File: src/rtl/seq_divider_if.sv
// Start/done handshake and operand/result bus for the sequential divider.
interface seq_divider_if #(
   parameter int unsigned WIDTH = 8
);
   logic             start;
   logic [WIDTH-1:0] dividend;
   logic [WIDTH-1:0] divisor;
   logic             busy;
   logic             done;
   logic [WIDTH-1:0] quotient;
   logic [WIDTH-1:0] remainder;
   logic             div_by_zero;

   modport master (
      output start, dividend, divisor,
      input  busy, done, quotient, remainder, div_by_zero
   );

   modport slave (
      input  start, dividend, divisor,
      output busy, done, quotient, remainder, div_by_zero
   );
endinterface

File: src/rtl/seq_divider.sv
// Multi-cycle restoring divider, one trial subtraction per clock.
// Define SEQ_DIVIDER_SIGNED_EN for two's-complement operation (one extra fix-up edge).
module seq_divider #(
   parameter int unsigned WIDTH = 8
) (
   input  logic        clk,
   input  logic        rst,
   seq_divider_if.slave bus
);
   localparam int unsigned CW = $clog2(WIDTH + 1);

   localparam logic [1:0] S_IDLE = 2'd0;
   localparam logic [1:0] S_RUN  = 2'd1;
   localparam logic [1:0] S_DONE = 2'd2;
`ifdef SEQ_DIVIDER_SIGNED_EN
   localparam logic [1:0] S_FIX  = 2'd3;
`endif

   logic [1:0]       state_q, state_d;
   logic [CW-1:0]    cnt_q, cnt_d;
   logic [WIDTH-1:0] r_q, r_d;
   logic [WIDTH-1:0] q_q, q_d;
   logic [WIDTH-1:0] dvs_q, dvs_d;
   logic [WIDTH-1:0] quo_q, quo_d;
   logic [WIDTH-1:0] rem_q, rem_d;
   logic             dbz_q, dbz_d;
   logic             done_q, done_d;
   logic             busy_q, busy_d;
`ifdef SEQ_DIVIDER_SIGNED_EN
   logic             neg_quo_q, neg_quo_d;
   logic             neg_rem_q, neg_rem_d;
`endif

   logic [WIDTH:0]   t;
   logic [WIDTH-1:0] r_nx;
   logic [WIDTH-1:0] q_nx;
   logic [WIDTH-1:0] dvd_in;
   logic [WIDTH-1:0] dvs_in;

   // Next-state, datapath iteration and registered outputs
   always_comb begin
      state_d = state_q;
      cnt_d   = cnt_q;
      r_d     = r_q;
      q_d     = q_q;
      dvs_d   = dvs_q;
      quo_d   = quo_q;
      rem_d   = rem_q;
      dbz_d   = dbz_q;
      done_d  = 1'b0;
`ifdef SEQ_DIVIDER_SIGNED_EN
      neg_quo_d = neg_quo_q;
      neg_rem_d = neg_rem_q;
      dvd_in = bus.dividend[WIDTH-1] ? WIDTH'(WIDTH'(0) - bus.dividend) : bus.dividend;
      dvs_in = bus.divisor[WIDTH-1]  ? WIDTH'(WIDTH'(0) - bus.divisor)  : bus.divisor;
`else
      dvd_in = bus.dividend;
      dvs_in = bus.divisor;
`endif

      // Trial subtraction on the shifted partial remainder; MSB set means it went negative
      t    = {r_q, q_q[WIDTH-1]} - {1'b0, dvs_q};
      r_nx = t[WIDTH] ? {r_q[WIDTH-2:0], q_q[WIDTH-1]} : t[WIDTH-1:0];
      q_nx = {q_q[WIDTH-2:0], ~t[WIDTH]};

      case (state_q)
         S_IDLE, S_DONE: begin
            state_d = S_IDLE;
            if (bus.start) begin
               if (bus.divisor == WIDTH'(0)) begin
                  state_d = S_DONE;
                  done_d  = 1'b1;
                  quo_d   = '1;
                  rem_d   = bus.dividend;
                  dbz_d   = 1'b1;
               end else begin
                  state_d = S_RUN;
                  dbz_d   = 1'b0;
                  r_d     = '0;
                  q_d     = dvd_in;
                  dvs_d   = dvs_in;
                  cnt_d   = CW'(WIDTH);
`ifdef SEQ_DIVIDER_SIGNED_EN
                  neg_quo_d = bus.dividend[WIDTH-1] ^ bus.divisor[WIDTH-1];
                  neg_rem_d = bus.dividend[WIDTH-1];
`endif
               end
            end
         end
         S_RUN: begin
            r_d   = r_nx;
            q_d   = q_nx;
            cnt_d = cnt_q - CW'(1);
            if (cnt_q == CW'(1)) begin
`ifdef SEQ_DIVIDER_SIGNED_EN
               state_d = S_FIX;
`else
               state_d = S_DONE;
               done_d  = 1'b1;
               quo_d   = q_nx;
               rem_d   = r_nx;
`endif
            end
         end
`ifdef SEQ_DIVIDER_SIGNED_EN
         S_FIX: begin
            state_d = S_DONE;
            done_d  = 1'b1;
            quo_d   = neg_quo_q ? WIDTH'(WIDTH'(0) - q_q) : q_q;
            rem_d   = neg_rem_q ? WIDTH'(WIDTH'(0) - r_q) : r_q;
         end
`endif
         default: state_d = S_IDLE;
      endcase

      busy_d = (state_d == S_RUN);
   end

   // State and output registers
   always_ff @(posedge clk) begin
      if (rst) begin
         state_q <= S_IDLE;
         cnt_q   <= '0;
         r_q     <= '0;
         q_q     <= '0;
         dvs_q   <= '0;
         quo_q   <= '0;
         rem_q   <= '0;
         dbz_q   <= 1'b0;
         done_q  <= 1'b0;
         busy_q  <= 1'b0;
`ifdef SEQ_DIVIDER_SIGNED_EN
         neg_quo_q <= 1'b0;
         neg_rem_q <= 1'b0;
`endif
      end else begin
         state_q <= state_d;
         cnt_q   <= cnt_d;
         r_q     <= r_d;
         q_q     <= q_d;
         dvs_q   <= dvs_d;
         quo_q   <= quo_d;
         rem_q   <= rem_d;
         dbz_q   <= dbz_d;
         done_q  <= done_d;
         busy_q  <= busy_d;
`ifdef SEQ_DIVIDER_SIGNED_EN
         neg_quo_q <= neg_quo_d;
         neg_rem_q <= neg_rem_d;
`endif
      end
   end

   assign bus.busy        = busy_q;
   assign bus.done        = done_q;
   assign bus.quotient    = quo_q;
   assign bus.remainder   = rem_q;
   assign bus.div_by_zero = dbz_q;
endmodule

File: src/flat_wrapper.sv
// flat-port wrapper written by rule: the top's interface ports become plain ports
module seq_divider_flat 
#(
   parameter int unsigned WIDTH = 8
)
  (clk, rst, bus_start, bus_dividend, bus_divisor, bus_busy, bus_done, bus_quotient, bus_remainder, bus_div_by_zero);
  seq_divider_if #(.WIDTH(WIDTH)) bus_i ();
  input  logic clk;
  input  logic rst;
  input wire logic [$bits(bus_i.start)-1:0] bus_start;
  input wire logic [$bits(bus_i.dividend)-1:0] bus_dividend;
  input wire logic [$bits(bus_i.divisor)-1:0] bus_divisor;
  output wire logic [$bits(bus_i.busy)-1:0] bus_busy;
  output wire logic [$bits(bus_i.done)-1:0] bus_done;
  output wire logic [$bits(bus_i.quotient)-1:0] bus_quotient;
  output wire logic [$bits(bus_i.remainder)-1:0] bus_remainder;
  output wire logic [$bits(bus_i.div_by_zero)-1:0] bus_div_by_zero;
  assign bus_i.start = bus_start;
  assign bus_i.dividend = bus_dividend;
  assign bus_i.divisor = bus_divisor;
  assign bus_busy = bus_i.busy;
  assign bus_done = bus_i.done;
  assign bus_quotient = bus_i.quotient;
  assign bus_remainder = bus_i.remainder;
  assign bus_div_by_zero = bus_i.div_by_zero;
  seq_divider #(.WIDTH(WIDTH)) u_core (.clk(clk), .rst(rst), .bus(bus_i));
endmodule
File: config.mk
export PLATFORM = sky130hd
export DESIGN_NAME = seq_divider_flat
export DESIGN_NICKNAME = d
export VERILOG_FILES = /design/src/rtl/seq_divider_if.sv /design/src/rtl/seq_divider.sv /design/src/flat_wrapper.sv
export SDC_FILE = /design/constraint.sdc
export NUM_CORES = 1
export LEC_CHECK = 0
export CAP_MARGIN = 0
export CORE_UTILIZATION = 31
export CTS_CLUSTER_DIAMETER = 100
export CTS_CLUSTER_SIZE = 20
export DETAILED_ROUTE_END_ITERATION = 8
export GPL_ROUTABILITY_DRIVEN = 0
export PLACE_DENSITY = 0.55
export SLEW_MARGIN = 20
export SYNTH_ARGS = -nofsm -noshare
export SYNTH_HDL_FRONTEND = slang
export SYNTH_SLANG_ARGS = --single-unit
File: constraint.sdc
create_clock -name clk -period 6.3 [get_ports clk]
set_input_delay 1.575 -clock clk [delete_from_list [all_inputs] [get_ports clk]]
set_output_delay 1.575 -clock clk [all_outputs]
set_load 0.05 [all_outputs]
==> flow_metrics.py, run 1 <==
metrics = {
    "grt": {
        "grt_max_degree": 42,
        "grt_pass1_wl_um": 10900,
        "antenna_found_initial": 0,
        "track_usage_pct": 16.0,
        "gr-total-overflow": 0,
        "grt_pass1_vias": 2106,
    },
    "synth": {
        "yosysTopAreaCellShare_pct": 38.8,
        "synth_top_cell_by_area": "dfxtp_1",
        "ys_top_cells_by_area": "dfxtp_1 39%, nor2_1 8.7%, nand2_1 5.6%",
        "synth-simple-area-share_pct": 24.1,
        "synthCells": 320,
        "synthArstFlopShare_pct": 0,
        "synth_seq_area_share_pct": 38.8,
        "synth_area_um2": 2530,
        "avgSynthCellArea_um2": 7.91,
        "muxShareOfSynthArea_pct": 4.20,
        "synth_fa_ha_area_share_pct": 5.73,
        "ys_warn_count": 0,
        "synth_nets": 350,
        "synth_flop_cell": "dfxtp_1",
        "synth_top_family_by_area": "simple AND/OR/NAND/NOR gates",
        "ys_seq_elements": 49,
        "yosysUniqueCellTypes": 43,
        "synth-compound-area-share_pct": 22.0,
        "synthXorXnorAreaFrac_pct": 0.692,
        "synth_edf_count": 0,
    },
    "floorplan": {
        "rows": 32,
        "die_w_um": 92.4,
        "io_pins": 38,
        "dieArea_um2": 8530,
        "initial_core_util_pct": 32.4,
        "core_um2": 7810,
        "chipHeight_um": 92.4,
    },
    "min_path": {
        "hp-class": "reg -> reg",
        "hp-start": "u_core.bus.div_by_zero",
        "hold_end": "u_core.bus.div_by_zero",
        "hold_path_depth": 2,
    },
    "clock_network": {
        "clockBufferDepth": 2,
        "cts_sinks": 49,
        "clk-insertion-delay-late_ns": 0.30,
        "numCtsBuffers": 5,
        "post-cts-setup-buffer-count": 0,
        "cts_resized": 0,
        "tritoncts": "yes",
        "cts_hold_buf": 0,
        "clk_pin_slew_ns": 0.10,
        "clockRootBuffer": "clkbuf_8",
        "cts_max_level": 2,
    },
    "drt": {
        "drt_pass1_iterations": 5,
        "routed_via_density": 5.08,
        "via_count": 2312,
        "antenna_left": 0,
        "drtIter0Drc": 133,
        "routed_wl_um": 6630,
        "routedWlPerCell_um": 14.6,
        "drc": 0,
    },
    "power": {
        "p_leak_nw": 1.17,
        "ir_drop_v": 0.000129,
        "powerDensity_nw_per_um2": 256,
    },
    "sta": {
        "finalCritPeriodShare_pct": 55.5,
        "fin_crit_ns": 3.50,
        "rsz0062_at_grt": "false",
        "drv_slew": 0,
        "skew_ns": 0.00866,
        "max_slew_margin_pct": 36.9,
        "final-hold-violation-count": 0,
        "setup_ws_ns": 2.80,
        "clock.fmax_mhz": 286,
        "setup_viol": 0,
        "tns_ns": 0,
        "worstMarginPinSlew_ns": 0.923,
    },
    "place": {
        "dp_hpwl_um": 4950,
        "post-place-ws_ns": 2.44,
        "numPortBuffers": 37,
    },
    "setup_path": {
        "cp-start-kind": "input pin",
        "rr_endpoint": "u_core.r_q[7]",
        "reg2reg_depth": 10,
        "worst-r2r-setup-slack_ns": 3.14,
        "path_max_fanout": 14,
        "crit_path_end_kind": "register",
        "timing.rr.start": "u_core.q_q[7]",
        "arrival_ns": 3.66,
        "worstPathRequired_ns": 6.47,
        "timing_worst_setup_path_type": "in -> reg",
    },
    "final_layout": {
        "antenna_cells": 0,
        "syn2layout_area_growth_pct": 22.2,
        "final_layout_size_suffix_gt1_share_pct": 6.52,
        "nets": 382,
        "fillers": 824,
    },
    "outcome": {
        "outcome": "finished, final reports clean",
    },
    "flow_run": {
        "cap_viol_max_count": 0,
    },
}
## state kept, by name, summed over array words and instances (netlist names), 2 cells and up
name,cells
u_core.r_q,8
u_core.bus.quotient,8
u_core.cnt_q,4
u_core.state_q,2
u_core.q_q,8
u_core.bus.remainder,8
u_core.dvs_q,8
## logic make-up after synthesis
logic type                 after synthesis
buffers and inverters                   30
muxes                                   10
AOI/OAI and AO/OA                       81
and+or+nand+nor                        137
adders and majority gates               11
xor gates and xnor gates                 2
DFF                                     49
## critical path, cell delays in order
cell and delay, ns:
clkdlybuf4s50_1 0.44, nor4_1 0.46, nand3_1 0.33, nand2_1 0.50, nor2_1 0.20, nand2_1 0.10, o21ai_0 0.07
## report_power, final
group	switching (mW)	internal [mW]	leakage [nW]
logic	0.146	0.103	0.726
registers	0.0177	0.331	0.400
clock network	0.114	0.0809	0.0423
total	0.278	0.514	1.17
## how the worst max path moves through the flow
| stage | from | to | slack, ns |
|---|---|---|---|
| finish | bus_divisor[6] | u_core.bus.remainder[1] | 2.80 |
| global route | bus_divisor[6] | u_core.bus.remainder[3] | 2.52 |
| CTS | bus_divisor[6] | u_core.bus.remainder[1] | 2.77 |
| detailed placement | bus_divisor[6] | u_core.bus.remainder[1] | 2.44 |
| global placement | bus_divisor[6] | u_core.bus.remainder[1] | 2.50 |
| floorplan | bus_divisor[6] | u_core.bus.quotient[0] | 3.36 |
## layout by cell type, fill, tap and decap left out, types with 3 or more instances in the layout
cell,n
dfxtp_1,49
clkbuf_8,5
nor3_1,13
nand3_1,5
a311oi_1,8
clkdlybuf4s50_1,37
nand2_1,38
o21ai_0,22
nor4_1,3
o211ai_1,3
inv_1,14
mux2_2,5
nand2b_1,6
buf_4,4
a21oi_1,19
mux2i_1,5
nor2_1,59
a22oi_1,4
nor2b_1,4
ha_1,10
a211oi_1,9
## cell type report
cell class              count  area, um2  area share (%)
multi-input cells         241       1440            46.4
flip-flops and latches     49        981            31.7
repair buffers             41        400            12.9
well taps                 102        128            4.13
clock buffers               5       68.8            2.22
inverters                  14       52.6            1.70
clock inverters             3       26.3           0.850
## cells in the mapped netlist (2+ instances only)
cell type   n
or3_1       2
nand3_1     5
a211oi_1    9
inv_1      14
a221oi_1    2
nor2_1     59
a311oi_1    8
clkbuf_1   15
nor4_1      3
ha_1       10
o21ai_0    22
o211ai_1    3
a21o_1      2
and3_1      2
nor2b_1     4
nand2_1    38
a21oi_1    19
a2111oi_0   2
nand2b_1    6
nor3_1     13
dfxtp_1    49
mux2i_1     5
a22oi_1     4
mux2_2      5
## through the flow
stage	power [mW]	util, %	hold slack, ns	area [um2]	cells
6_report	0.792	39.6	0.466	3090	455
4_1_cts	0.800	39.6	0.473	3090	455
5_1_grt	0.840	39.6	0.498	3090	455
2_1_floorplan	0.536	-	0.437	2530	320
3_3_place_gp	0.602	38.4	0.461	3000	447
3_5_place_dp	0.604	38.4	0.457	3000	447
## routing by layer
layer,wire [um],GRT usage (%),vias to the layer above,share of wire [%]
met5,0,0,-,0
met4,53,3.13,0,0.80
met3,235,2.55,4,3.5
met2,2960,24.2,50,45
met1,3380,24.0,1065,51
li1,-,-,1193,-
(Power assumes the default switching activity.)
==> run 2: changes to the inputs <==
==> constraint.sdc (replaced) <==
create_clock -name clk -period 3.4 [get_ports clk]
set_input_delay 0.85 -clock clk [delete_from_list [all_inputs] [get_ports clk]]
set_output_delay 0.85 -clock clk [all_outputs]
set_load 0.05 [all_outputs]
==> run 2 against run 1 <==
- worst hold slack better by 0.011 ns
- combinational power up 88%
- die area unchanged
- final cell count up 0.22%
- critical path depth up 3
- clock skew down 0.0027 ns
- clock power up 79%
- sequential share of layout area down 0.064 points
==> flow_metrics.py, run 2 (synthesis gave the netlist of run 1 again) <==
metrics = {
    "outcome": {
        "outcome": "finished, final reports clean",
    },
    "sta": {
        "tns_ns": 0,
        "worstMarginPinSlew_ns": 1.00,
        "clock.fmax_mhz": 319,
        "setup_viol": 0,
        "drv_slew": 0,
        "rsz0062_at_grt": "false",
        "finalCritPeriodShare_pct": 92.3,
        "skew_ns": 0.00600,
        "fin_crit_ns": 3.14,
        "final-hold-violation-count": 0,
        "holdWs_ns": 0.477,
        "max_slew_margin_pct": 33.1,
    },
    "setup_path": {
        "timing_worst_setup_path_type": "reg -> reg",
        "slowest_stage": "a2111oi_4",
        "worstPathRequired_ns": 3.60,
        "cp-start-kind": "register",
        "critPathMaxStageDelay_ns": 0.66,
        "path_cells": "inv_1 -> ha_1 -> inv_1 -> fa_1 -> a211oi_2 -> nor3_4 -> mux2i_1 -> a2111oi_4 -> mux2i_1 -> a2111oi_2",
        "path_max_fanout": 7,
        "arrival_ns": 3.34,
        "crit_path_end_kind": "register",
    },
    "clock_network": {
        "clk_pin_slew_ns": 0.08,
        "clockRootBuffer": "clkbuf_8",
        "clk-insertion-delay-late_ns": 0.30,
        "cts_max_level": 2,
        "cts_resized": 0,
        "tritoncts": "yes",
        "post-cts-setup-buffer-count": 0,
        "numCtsBuffers": 5,
        "clockBufferDepth": 2,
        "cts_hold_buf": 0,
        "cts_sinks": 49,
    },
    "drt": {
        "via_count": 2355,
        "drtIter0Drc": 98,
        "routedWlPerCell_um": 14.7,
        "drt_pass1_iterations": 4,
        "antenna_left": 0,
        "drc": 0,
        "routed_via_density": 5.16,
        "routed_wl_um": 6720,
    },
    "place": {
        "placedInstanceArea_um2": 3010,
        "numPortBuffers": 37,
        "dp_hpwl_um": 5080,
    },
    "final_layout": {
        "final_layout_size_suffix_gt1_share_pct": 6.50,
        "syn2layout_area_growth_pct": 22.4,
        "multi_input_area_um2": 1440,
        "fillers": 830,
        "layout_commonest_cell": "nor2_1",
        "nets": 384,
        "seq_area_um2": 981,
        "mostFrequentLayoutCells": "59 x nor2_1, 49 x dfxtp_1, 38 x nand2_1",
        "fin_area_um2": 3100,
        "antenna_cells": 0,
    },
    "min_path": {
        "hp-class": "reg -> reg",
    },
    "grt": {
        "grt_max_degree": 29,
        "grt_pass1_wl_um": 10900,
        "grt_pass1_vias": 2165,
        "gr-total-overflow": 0,
        "antenna_found_initial": 0,
        "track_usage_pct": 16.3,
    },
    "floorplan": {
        "dieArea_um2": 8530,
        "initial_core_util_pct": 32.4,
        "io_pins": 38,
        "chipHeight_um": 92.4,
        "die_w_um": 92.4,
        "rows": 32,
        "core_um2": 7810,
    },
    "power": {
        "ir_drop_v": 0.000225,
        "p_leak_nw": 1.18,
        "powerDensity_nw_per_um2": 472,
    },
    "flow_run": {
        "cap_viol_max_count": 0,
    },
}
[run 2: per-stage QoR]
step	util, %	std cells	worst slack (ns)	power [mW]
final	39.7	456	0.262	1.46
after global routing	39.7	456	0.0869	1.55
after CTS	39.7	456	0.262	1.47
after detailed placement	38.6	449	0.272	1.12
after global placement	38.6	449	0.339	1.12
after floorplan	-	320	0.667	0.992
[run 2: layer usage]
metal  track usage [%]  part of all wire (%)
met5                 0                     0
met4              4.30                   1.0
met3              2.71                   3.9
met2              24.9                    44
met1              23.6                    51
[run 2: area by class of cell]
type | count | share of cell area (%)
clock buffer | 7 | 2.79
timing repair buffer | 43 | 13.4
tap | 102 | 4.12
sequential | 49 | 31.7
inverter | 14 | 1.70
multi-input combinational | 241 | 46.3
[run 2: where the power goes]
group          total [mW]  switching [mW]  internal [mW]
registers           0.645          0.0325          0.612
logic               0.468           0.273          0.195
clock network       0.349           0.187          0.162
[run 2: final timing paths]
path                         from               to  slack, ns  depth (start not counted)
setup / recovery    u_core.q_q[7]    u_core.r_q[7]       0.26                         10
hold / removal    u_core.cnt_q[3]  u_core.cnt_q[3]       0.48                          1
setup reg to reg    u_core.q_q[7]    u_core.r_q[7]       0.26                         10
hold reg to reg   u_core.cnt_q[3]  u_core.cnt_q[3]       0.48                          1
[run 2: worst max-delay path, delay by kind of cell (launching register included)]
family / cells / cell delay (ns)
adder cells (fa/ha/maj): 2 / 0.61
buffers and inverters: 2 / 0.16
AO/OA/AOI/OAI: 3 / 1.38
AND/OR/NAND/NOR: 1 / 0.09
flip-flops: 1 / 0.33
multiplexers: 2 / 0.48
